==> config.mk <==
export PLATFORM = sky130hd
export DESIGN_NAME = home_cell_reader
export DESIGN_NICKNAME = d
export VERILOG_FILES = /design/src/rtl/home_cell_reader.sv
export SDC_FILE = /design/constraint.sdc
export NUM_CORES = 1
export LEC_CHECK = 0
export CORE_ASPECT_RATIO = 1.75
export CORE_UTILIZATION = 46
export CTS_BUF_LIST = sky130_fd_sc_hd__clkbuf_4
export CTS_CLUSTER_SIZE = 30
export DETAILED_ROUTE_END_ITERATION = 6
export GPL_TIMING_DRIVEN = 0
export HOLD_SLACK_MARGIN = 0.02
export MAX_ROUTING_LAYER = met4
export PLACE_DENSITY = 0.83
export SETUP_SLACK_MARGIN = 0.15
export SYNTH_ARGS = -nofsm -noshare
export SYNTH_HDL_FRONTEND = slang
export SYNTH_SLANG_ARGS = --single-unit
export TNS_END_PERCENT = 1
==> constraint.sdc <==
create_clock -name clk_i -period 3.15 [get_ports clk_i]
set_clock_uncertainty 0.15 [all_clocks]
set_input_delay 0.63 -clock clk_i [delete_from_list [all_inputs] [get_ports clk_i]]
set_output_delay 0.63 -clock clk_i [all_outputs]
set_load 0.05 [all_outputs]
==> src/rtl/home_cell_reader.sv <==
// Sweeps the home-cell position RAM N times (one sweep per reference particle), one particle per cycle.
// Output beat follows its read by 1 cycle; stall gates new reads only, so one in-flight beat still lands.
module home_cell_reader #(
  parameter int DATA_WIDTH        = 32,
  parameter int PARTICLE_ID_WIDTH = 7
) (
  input  logic                         clk_i,
  input  logic                         rst_i,
  input  logic                         start_i,
  input  logic [PARTICLE_ID_WIDTH-1:0] particle_count_i,
  input  logic                         stall_i,
  output logic                         rd_en_o,
  output logic [PARTICLE_ID_WIDTH-1:0] rd_addr_o,
  input  logic [DATA_WIDTH-1:0]        rd_data_x_i,
  input  logic [DATA_WIDTH-1:0]        rd_data_y_i,
  input  logic [DATA_WIDTH-1:0]        rd_data_z_i,
  output logic [PARTICLE_ID_WIDTH-1:0] particle_id_o,
  output logic [DATA_WIDTH-1:0]        home_pos_x_o,
  output logic [DATA_WIDTH-1:0]        home_pos_y_o,
  output logic [DATA_WIDTH-1:0]        home_pos_z_o,
  output logic                         valid_o,
  output logic                         phase_o,
  output logic                         prev_phase_o,
  output logic                         busy_o,
  output logic                         done_o
);

  localparam int PW = PARTICLE_ID_WIDTH;
  localparam logic [PW-1:0] ID_ONE = PW'(1);

  typedef enum logic [1:0] {IDLE, ISSUE, DRAIN, FIN} state_t;

  state_t          state_q, state_d;
  logic [PW-1:0]   n_q, n_d;
  logic [PW-1:0]   id_cnt_q, id_cnt_d;
  logic [PW-1:0]   sweep_cnt_q, sweep_cnt_d;
  logic            phase_q, phase_d;
  logic            busy_q, busy_d;
  logic            prev_phase_q;
  logic            arm_q;
  logic            valid_q;
  logic [PW-1:0]   pid_q;
  logic [DATA_WIDTH-1:0] hold_x_q, hold_y_q, hold_z_q;
  logic            rd_en;

  always_comb begin
    state_d     = state_q;
    n_d         = n_q;
    id_cnt_d    = id_cnt_q;
    sweep_cnt_d = sweep_cnt_q;
    phase_d     = phase_q;
    busy_d      = busy_q;
    rd_en       = 1'b0;
    case (state_q)
      IDLE: begin
        // arm_q masks a start that arrives on the first edge after reset release
        if (start_i && arm_q) begin
          n_d     = particle_count_i;
          phase_d = 1'b0;
          if (particle_count_i == '0) begin
            state_d = FIN;
          end else begin
            id_cnt_d    = ID_ONE;
            sweep_cnt_d = ID_ONE;
            busy_d      = 1'b1;
            state_d     = ISSUE;
          end
        end
      end
      ISSUE: begin
        if (!stall_i) begin
          rd_en = 1'b1;
          if (id_cnt_q == ID_ONE && sweep_cnt_q != ID_ONE) phase_d = ~phase_q;
          if (id_cnt_q < n_q) begin
            id_cnt_d = id_cnt_q + ID_ONE;
          end else if (sweep_cnt_q < n_q) begin
            id_cnt_d    = ID_ONE;
            sweep_cnt_d = sweep_cnt_q + ID_ONE;
          end else begin
            state_d = DRAIN;
          end
        end
      end
      DRAIN: state_d = FIN;
      FIN: begin
        busy_d  = 1'b0;
        state_d = IDLE;
      end
      default: state_d = IDLE;
    endcase
  end

  always_ff @(posedge clk_i or negedge rst_i) begin
    if (!rst_i) begin
      state_q      <= IDLE;
      n_q          <= '0;
      id_cnt_q     <= '0;
      sweep_cnt_q  <= '0;
      phase_q      <= 1'b0;
      busy_q       <= 1'b0;
      prev_phase_q <= 1'b0;
      arm_q        <= 1'b0;
      valid_q      <= 1'b0;
      pid_q        <= '0;
      hold_x_q     <= '0;
      hold_y_q     <= '0;
      hold_z_q     <= '0;
    end else begin
      state_q      <= state_d;
      n_q          <= n_d;
      id_cnt_q     <= id_cnt_d;
      sweep_cnt_q  <= sweep_cnt_d;
      phase_q      <= phase_d;
      busy_q       <= busy_d;
      prev_phase_q <= phase_q;
      arm_q        <= 1'b1;
      valid_q      <= rd_en;
      if (rd_en) pid_q <= id_cnt_q;
      // Keep our own copy so outputs clear on reset and hold regardless of RAM contents
      if (valid_q) begin
        hold_x_q <= rd_data_x_i;
        hold_y_q <= rd_data_y_i;
        hold_z_q <= rd_data_z_i;
      end
    end
  end

  assign rd_en_o       = rd_en;
  assign rd_addr_o     = rd_en ? (id_cnt_q - ID_ONE) : '0;
  assign particle_id_o = pid_q;
  assign valid_o       = valid_q;
  assign home_pos_x_o  = valid_q ? rd_data_x_i : hold_x_q;
  assign home_pos_y_o  = valid_q ? rd_data_y_i : hold_y_q;
  assign home_pos_z_o  = valid_q ? rd_data_z_i : hold_z_q;
  assign phase_o       = phase_q;
  assign prev_phase_o  = prev_phase_q;
  assign busy_o        = busy_q;
  assign done_o        = (state_q == FIN);

endmodule
==> impl_results.md, run 1 <==
- Syn Nets: around 570
- Hold path depth: 0
- Aggregate global routing overflow: 0
- R2r setup slk: between 0.2 and 0.25 ns
- F_max: 338 MHz
- Met3 usage in global routing: roughly 7.6%
- WP data arrival: ~2.2 ns
- CTS clk-pin slew, worst paths: 0.13 ns
- Detailed router's first-iteration violation count: between 100 and 150
- Crit path launch type: flop
- PortBufs: between 200 and 250
- Die area: around 13,000 um2
- Max-capacitance violation count: 0
- Die Height: 151 um
- Cell taking the most area after synthesis: dfrtp_1
- Initial Util: 47.0%
- Root Buffer: clkbuf_4
- Initial antenna violation count: 1
- Commonest cells after routing, fill and taps aside: dfrtp_1, clkdlybuf4s50_1, mux2_2
- IO Pins: roughly 220
- Post-DP HPWL: roughly 13,000 um
- All-Layer GR Usage: about a quarter
- Register bit total from synthesis: approximately 130
- Fill count: 998
- Tmin final: a little under 3 ns
- DRC Markers: 0
- Netlist Area Pre-Place: just under 6000 um2
- Slew Viols, Final: 0
- Endpoint class of the critical path: output port
- Final std cells w/o fill: between 800 and 900
- # rows: 54
- Met2 Track Usage GR: 46.9%
- R2R cell count: 8
- Antenna Violating Nets Remaining: 0
- DR WL/cell: between 15 and 20 um
- Clk sinks: approximately 130
- Crit path required time: 2.37 ns
- Final worst path period share: 94.0%
- Vias: between 4k and 5k
- Async S/R FF share, synth: 100%
- Footprint of the multi-input gates: 2440 um2
- Vias in the first global route: between 4k and 5k
- Largest net degree at the start of global routing: 99
- CP peak stage delay: 0.44 ns
- Crit path kind: flop to output port
- Die X: between 80 and 90 um
- Top cell family by delay on the critical path: buffers and inverters
- Number of synthesized flops with an enable pin: 0
- Synth cell types: 54
- Unrepaired setup endpoints after global routing: true
- Sequential cell area: 3280 um2
- CP Cell Sequence: clkbuf_4 -> clkbuf_4 -> mux2_2 -> dlygate4sd2_1
- Actual slew at the worst max-slew pin: 0.869 ns
- Cts bufs inserted: 17
- Final wirelength: ~16,000 um
- Clock Latency Late Sink: 0.52 ns
- Share of cells above drive strength 1: 31.2%
- Buf+Inv Stages, Crit Path: 3
- CTS tree: built
- HP Start: phase_o
- Layout Nets: 817
- Gate Count Post-Synth: around 440
- GRT busiest layer: met2
- CP max-delay cell: dlygate4sd2_1
- Relative slew slack: 41.6%
- Largest cells by area after synthesis: dfrtp_1, mux2_2, ha_1
- Final setup viols: 0
- Top_reg_cell synth: dfrtp_1
- H-Tree Depth: 4
- Final Hold Fails: 0
- M1 GR Usage: roughly 25%
- Most common cell after layout, fill and taps aside: dfrtp_1
- Crit-path max FO: 10
- Most frequent CP cell: clkbuf_4
- First-pass GRT wire length: ~25,000 um
- Share of the synthesized area in the top cell type: a little under three fifths
- Final Wtd Congestion: between 0.9 and 1
- Yosys warns: 0
- Syn avg cell area: approximately 13 um2
- Hold EP: prev_phase_o
- Clock Tree Buf Depth: 2
- Post-synthesis sequential area ratio: a little under three fifths
- P&R area growth vs syn: 44.4%
- Status: complete, no violations
- Core area: ~12,000 um2
- Drt first pass iters: 4
- Placed Cells: 834
- Hold Path Class: flop to flop
- R2r startpoint: id_cnt_q[2]
- Reg-to-reg endpoint: sweep_cnt_q[1]
- Vias per cell: around 5.3
-- synthesized netlist by cell type, drive strengths merged (2+ instances only) --
cell type	number
or3	3
o31ai	2
nor3	4
nor2	14
mux2	109
nand2b	5
a2111oi	2
clkbuf	20
a21o	6
a21oi	8
nand3b	3
o211ai	6
ha	22
xnor2	3
a31oi	9
nand3	5
o21ai	12
dfrtp	131
mux2i	4
a311oi	2
xor2	2
inv	17
a22oi	2
and2	4
nand2	17
nor4	4
nand4	5
buf	2
-- sequential cells by signal (all words and copies together), names as in the netlist, 2 cells and up --
register       count
hold_x_q          32
hold_y_q          32
hold_z_q          32
id_cnt_q           7
n_q                7
particle_id_o      7
state_q            2
sweep_cnt_q        7
-- area by class of cell --
type                       count  area share (%)
sequential                   131            38.8
multi-input combinational    272            28.8
timing repair buffer         226            23.6
tap                          168            2.49
clock inverter                14            2.09
buffer                        22            1.75
clock buffer                  18            1.60
inverter                      18           0.800
antenna                        1          0.0296
-- routing by layer --
| layer | wire length, um | part of all wire, % |
|---|---|---|
| met2 | 9000 | 55 |
| met4 | 391 | 2.4 |
| met1 | 5540 | 34 |
| met5 | 0 | 0 |
| met3 | 1380 | 8.5 |
-- through the flow --
| step | cell area (um2) | setup TNS [ns] | setup slack [ns] | util, % | hold WS [ns] |
|---|---|---|---|---|---|
| floorplan | 5850 | 0 | 0.348 | - | 0.184 |
| global placement | 8280 | -506.59 | -3.67 | 66.6 | 0.314 |
| detailed placement | 8310 | -29.29 | -0.616 | 66.8 | 0.310 |
| CTS | 8400 | 0 | 0.0774 | 67.5 | 0.339 |
| global route | 8450 | 0 | 0.0807 | 67.9 | 0.356 |
| finish | 8450 | 0 | 0.190 | 67.9 | 0.333 |
-- cell families (layout without fill, tap and decap cells) --
| kind of cell | Yosys count | in the layout | share of synthesized area, % |
|---|---|---|---|
| AOI/OAI and AO/OA | 63 | 63 | 8.00 |
| xor gates and xnor gates | 5 | 5 | 0.749 |
| adders and majority gates | 22 | 22 | 4.71 |
| buffers and inverters | 40 | 298 | 2.59 |
| DFF | 131 | 131 | 56.1 |
| muxes | 113 | 113 | 21.7 |
| other | 1 | 2 | 0.0641 |
| and+or+nand+nor | 68 | 68 | 6.16 |
-- timing repair --
action | in CTS | in global routing
hold buffers | 1 | 0
pin swaps | 0 | 2
resized for setup | 333 | 16
setup endpoints to repair | 104 | 109
setup buffers | 0 | 2
endpoints found under the hold margin | 33 | 0
-- worst max path at each step --
| stage | from | to | cells past startpoint |
|---|---|---|---|
| after global placement | rst_i | hold_z_q[5] | 1 |
| final | valid_o | home_pos_y_o[5] | 4 |
| after floorplan | valid_o | home_pos_x_o[0] | 4 |
| after CTS | state_q[1] | rd_addr_o[4] | 8 |
| after detailed placement | valid_o | home_pos_y_o[25] | 5 |
| after global routing | state_q[1] | rd_addr_o[3] | 8 |
Power of run 1 is not shown: default switching activity piles up to over one toggle a cycle in this logic, so the estimate is an artifact.
==> inputs of run 2 (changes only) <==
--- a/config.mk
+++ b/config.mk
@@ -6,14 +6,15 @@
 export NUM_CORES = 1
 export LEC_CHECK = 0
 export CORE_ASPECT_RATIO = 1.75
-export CORE_UTILIZATION = 46
+export CORE_UTILIZATION = 55
 export CTS_BUF_LIST = sky130_fd_sc_hd__clkbuf_4
 export CTS_CLUSTER_SIZE = 30
 export DETAILED_ROUTE_END_ITERATION = 6
+export DONT_BUFFER_PORTS = 1
 export GPL_TIMING_DRIVEN = 0
 export HOLD_SLACK_MARGIN = 0.02
 export MAX_ROUTING_LAYER = met4
-export PLACE_DENSITY = 0.83
+export PLACE_DENSITY = 0.7
 export SETUP_SLACK_MARGIN = 0.15
 export SYNTH_ARGS = -nofsm -noshare
 export SYNTH_HDL_FRONTEND = slang
==> run 2 against run 1 <==
- the flow now finishes with violations (hold timing)
- fmax decreased by 2.0%
- sequential share of layout area increased by 10 points
- die area decreased by 16%
- largest cell class unchanged
==> impl_results.md, run 2 (synthesis results as in run 1) <==
- Status: complete, but fails checks
- Violated checks: hold timing
- Slew Viols, Final: 0
- WP data arrival: 2.24 ns
- Unrepaired setup endpoints after global routing: true
- Clock Tree Buf Depth: 2
- Vias: about 3.8k
- Placed Cells: 570
- Fill count: 769
- Crit-path max FO: 10
- Crit path launch type: flop
- Commonest cells after routing, fill and taps aside: dfrtp_1, mux2_2, mux2_4
- Drt first pass iters: 4
- Hold WS: -0.360 ns
- Aggregate global routing overflow: 0
- DRC Markers: 0
- Vias in the first global route: 3,842
- Final wirelength: 14,000 um
- Hold Path Class: input pin to async pin
- CTS clk-pin slew, worst paths: approximately 0.13 ns
- Actual slew at the worst max-slew pin: about 0.86 ns
- Share of cells above drive strength 1: a little under two fifths
- Most common cell after layout, fill and taps aside: dfrtp_1
- Clock Latency Late Sink: between 0.5 and 0.6 ns
- Largest net degree at the start of global routing: between 100 and 150
- All-Layer GR Usage: between 20% and 30%
- Relative slew slack: 42.0%
- Final Wtd Congestion: 0.843
- CTS tree: built
- H-Tree Depth: 4
- Core area: 10,300 um2
- DR WL/cell: ~23 um
- # rows: a little under 50
- Crit path kind: flop to output port
- Die X: between 70 and 80 um
- Die Height: ~140 um
- Detailed router's first-iteration violation count: 190
- R2R cell count: 9
- First-pass GRT wire length: between 20,000 and 25,000 um
- Final setup viols: 0
- Vias per cell: 6.24
- Layout Nets: approximately 600
- Final worst path period share: approximately 96%
- Antenna Violating Nets Remaining: 0
- Cts bufs inserted: 17
- IO Pins: 223
- Clk sinks: between 100 and 150
- Die area: about 11,000 um2
- Post-DP HPWL: between 10,000 and 15,000 um
- Final std cells w/o fill: between 600 and 700
- Crit path required time: between 2 and 2.5 ns
- Top Registers: hold_x_q x32, hold_y_q x32, hold_z_q x32
- F_max: ~330 MHz
- Root Buffer: clkbuf_4
- PortBufs: 0
- Setup ws final: approximately 0.13 ns
- Post-Place Worst Slack: -0.0736 ns
- Max-capacitance violation count: 0
- Final Hold Fails: around 130
- Tmin final: 3.02 ns
- P&R area growth vs syn: 14.3%
- Initial antenna violation count: 1
- Final setup TNS: 0 ns
- Initial Util: 56.8%
- Endpoint class of the critical path: output port
## run 2: cell types whose count changed in the layout (fill, tap and decap cells not counted), sizes merged, moves of 2 or more
| cell | before | now |
|---|---|---|
| buf | 58 | 3 |
| bufinv | 3 | 5 |
| clkbuf | 34 | 38 |
| clkdlybuf4s50 | 117 | 0 |
| dlygate4sd2 | 55 | 0 |
## run 2: metrics by stage
| step | cell area (um2) | utilization (%) |
|---|---|---|
| 2_1_floorplan | 5850 | - |
| 5_1_grt | 6690 | 64.9 |
| 3_3_place_gp | 6010 | 58.3 |
| 4_1_cts | 6670 | 64.7 |
| 6_report | 6690 | 64.9 |
| 3_5_place_dp | 6010 | 58.3 |
## run 2: area by class of cell
type                            instances  area [um2]  share of cell area (%)
Clock inverter                         14         223                    3.33
Buffer                                 22         175                    2.62
Clock buffer                           18         135                    2.02
Antenna cell                            1        2.50                  0.0374
Tap cell                              127         159                    2.38
Multi-Input combinational cell        272        2630                    39.4
Timing Repair Buffer                    1        7.51                   0.112
Sequential cell                       131        3280                    49.0
Inverter                               18        71.3                    1.07
## run 2: worst max-delay path: stages (launching register included)
cell	delay, ns
dfrtp_1	0.41
clkbuf_4	0.20
or3_4	0.42
nor2_4	0.14
nand2_1	0.09
xor2_1	0.17
nor2_4	0.29
## run 2: repair_timing
item / 4_1_cts / 5_1_grt
resized for setup: 90 / 4
buffers inserted: 0 / 1
pin swaps: 5 / 2
hold endpoints to repair: 131 / 131
endpoints found under the setup margin: 104 / 17
## run 2: final timing paths
path / start / end / slack [ns]
worst max-delay path: id_cnt_q[3] / rd_addr_o[6] / 0.13
max in group asynchronous: rst_i / hold_x_q[3] / 3.03
worst min-delay path: rst_i / hold_y_q[11] / -0.36
worst min register to register: n_q[2] / n_q[2] / 0.37
worst max register to register: state_q[0] / sweep_cnt_q[1] / 0.32
min in group clk_i: particle_count_i[6] / n_q[6] / 0.11
## run 2: routing by layer
metal / wire [um] / share of wire (%) / global-route usage (%)
met1: 4790 / 34 / 27.7
met2: 7680 / 55 / 46.9
met3: 978 / 7.0 / 7.13
met4: 584 / 4.2 / 14.0
met5: 0 / 0 / -
Power of run 2 is left out for the same reason.
==> inputs of run 3 (changes only) <==
--- a/config.mk
+++ b/config.mk
@@ -14,8 +14,9 @@
 export GPL_TIMING_DRIVEN = 0
 export HOLD_SLACK_MARGIN = 0.02
 export MAX_ROUTING_LAYER = met4
-export PLACE_DENSITY = 0.7
+export PLACE_DENSITY = 0.77
 export SETUP_SLACK_MARGIN = 0.15
+export SLEW_MARGIN = 20
 export SYNTH_ARGS = -nofsm -noshare
 export SYNTH_HDL_FRONTEND = slang
 export SYNTH_SLANG_ARGS = --single-unit
==> run 3 against run 2 <==
- the flow still finishes with violations (hold timing)
- cell area fell by 0.75%
- sequential share of layout area up 0.37 points
- clock-buffer cell count fell by 1
- final cell count stayed put
- global-route usage down 1.5 points
- worst hold slack got worse by 0.013 ns
==> impl_results.md, run 3 (synthesis results as in run 1) <==
- Tmin final: 3.04 ns
- Endpoint class of the critical path: output port
- Initial Util: between 50% and 60%
- Post-route cell area: 6640 um2
- Post-DP HPWL: between 10,000 and 15,000 um
- All-Layer GR Usage: between 20% and 30%
- Clock Tree Buf Depth: 2
- CP peak stage delay: about 0.56 ns
- Vias per cell: 6.18
- Cts bufs inserted: 17
- Drt first pass iters: 4
- Post-Place Worst Slack: -0.160 ns
- Status: complete, but fails checks
- Crit path launch type: flop
- CTS clk-pin slew, worst paths: 0.12 ns
- Final std cells w/o fill: ~600
- Cell Area, Placed: 6010 um2
- Max-capacitance violation count: 0
- Unrepaired setup endpoints after global routing: true
- Slew Viols, Final: 0
- Violated checks: hold timing
- H-Tree Depth: 4
- Die area: roughly 11,000 um2
- Largest net degree at the start of global routing: roughly 130
- Vias in the first global route: 3,808
- Crit path kind: flop to output port
- IO Pins: roughly 220
- Share of cells above drive strength 1: between 30% and 40%
- Clock Latency Late Sink: 0.53 ns
- Die Height: about 140 um
- Most common cell after layout, fill and taps aside: dfrtp_1
- Hold WS: -0.373 ns
- DR WL/cell: approximately 24 um
- DRC Markers: 0
- Setup ws final: 0.114 ns
- Final setup TNS: 0 ns
- CTS tree: built
- CP Cell Sequence: buf_2 -> clkbuf_4 -> buf_4 -> mux2_4
- Relative slew slack: a little over two fifths
- Die X: 80.0 um
- PortBufs: 0
- Final Hold Fails: around 130
- CP max-delay cell: dfrtp_2
- Hold Path Class: input pin to async pin
- Clk sinks: 131
- Final Wtd Congestion: a little over 0.9
- Fill count: ~760
- Root Buffer: clkbuf_4
- Aggregate global routing overflow: 0
- Post-CTS Setup Bufs: 0
- First-pass GRT wire length: 20,500 um
- Detailed router's first-iteration violation count: 148
- Final setup viols: 0
- Commonest cells after routing, fill and taps aside: dfrtp_1, mux2_2, mux2_4
- Final wirelength: between 10,000 and 15,000 um
- Placed Cells: 570
- Final worst path period share: 96.4%
- Top Registers: hold_x_q x32, hold_y_q x32, hold_z_q x32
- Layout Nets: about 600
- Initial antenna violation count: 3
- Buf+Inv Stages, Crit Path: 3
- F_max: roughly 330 MHz
- Actual slew at the worst max-slew pin: 0.837 ns
- Antenna Violating Nets Remaining: 0
- Top cell family by delay on the critical path: buffers and inverters
- WP data arrival: approximately 2.3 ns
- Vias: ~3.7k
- Crit-path max FO: 10
- P&R area growth vs syn: 13.5%
- Crit path required time: roughly 2.4 ns
- Core area: slightly above 10,000 um2
- # rows: roughly 50
## run 3: cell types whose count changed in the layout (fill, tap and decap cells not counted), sizes merged
cell	change
clkbuf	-7
diode	+2
clkinv	+1
clkinvlp	+1
inv	-1
bufinv	-1
buf	+5
## run 3: repair_timing
item                       CTS  global route
setup endpoints to repair  104           101
pin swaps                    4             4
hold endpoints to repair   131           131
resized for setup           42            63
## run 3: final timing paths
path | start | to | slack, ns | cells past startpoint
setup / recovery | valid_o | home_pos_x_o[10] | 0.11 | 4
hold / removal | rst_i | arm_q | -0.37 | 0
setup reg to reg | state_q[0] | sweep_cnt_q[6] | 0.28 | 9
hold reg to reg | n_q[5] | n_q[5] | 0.37 | 1
max in group asynchronous | rst_i | id_cnt_q[4] | 3.01 | 0
min in group clk_i | particle_count_i[6] | n_q[6] | 0.09 | 1
## run 3: worst reg2reg max path, stage by stage, from the launching register on
cell,delay (ns)
dfrtp_1,0.42
inv_1,0.10
ha_1,0.30
a21bo_2,0.25
o211ai_1,0.16
a21o_1,0.21
buf_2,0.19
a2111oi_1,0.63
a41oi_1,0.20
a31oi_1,0.17
## run 3: per-layer routing
| layer | share of wire, % | wire length (um) | track usage [%] | up-vias |
|---|---|---|---|---|
| li1 | - | - | - | 1642 |
| met5 | 0 | 0 | - | - |
| met1 | 33 | 4770 | 23.6 | 1832 |
| met3 | 8.1 | 1160 | 8.32 | 45 |
| met4 | 4.1 | 578 | 14.8 | 0 |
| met2 | 54 | 7740 | 45.3 | 211 |
## run 3: stage by stage
step                      hold WS [ns]  utilization [%]
after global routing            -0.404             64.4
after floorplan                  0.184                -
final                           -0.373             64.4
after global placement           0.189             58.3
after CTS                       -0.407             62.7
after detailed placement         0.190             58.3
## run 3: cell type report
cell class | instances | area [um2] | share of cell area [%]
antenna | 3 | 7.51 | 0.113
clock inverter | 14 | 200 | 3.02
multi-input combinational | 272 | 2650 | 39.9
clock buffer | 17 | 128 | 1.92
tap | 127 | 159 | 2.39
sequential | 131 | 3280 | 49.4
buffer | 22 | 146 | 2.21
inverter | 18 | 71.3 | 1.07
Power of run 3 is left out for the same reason.
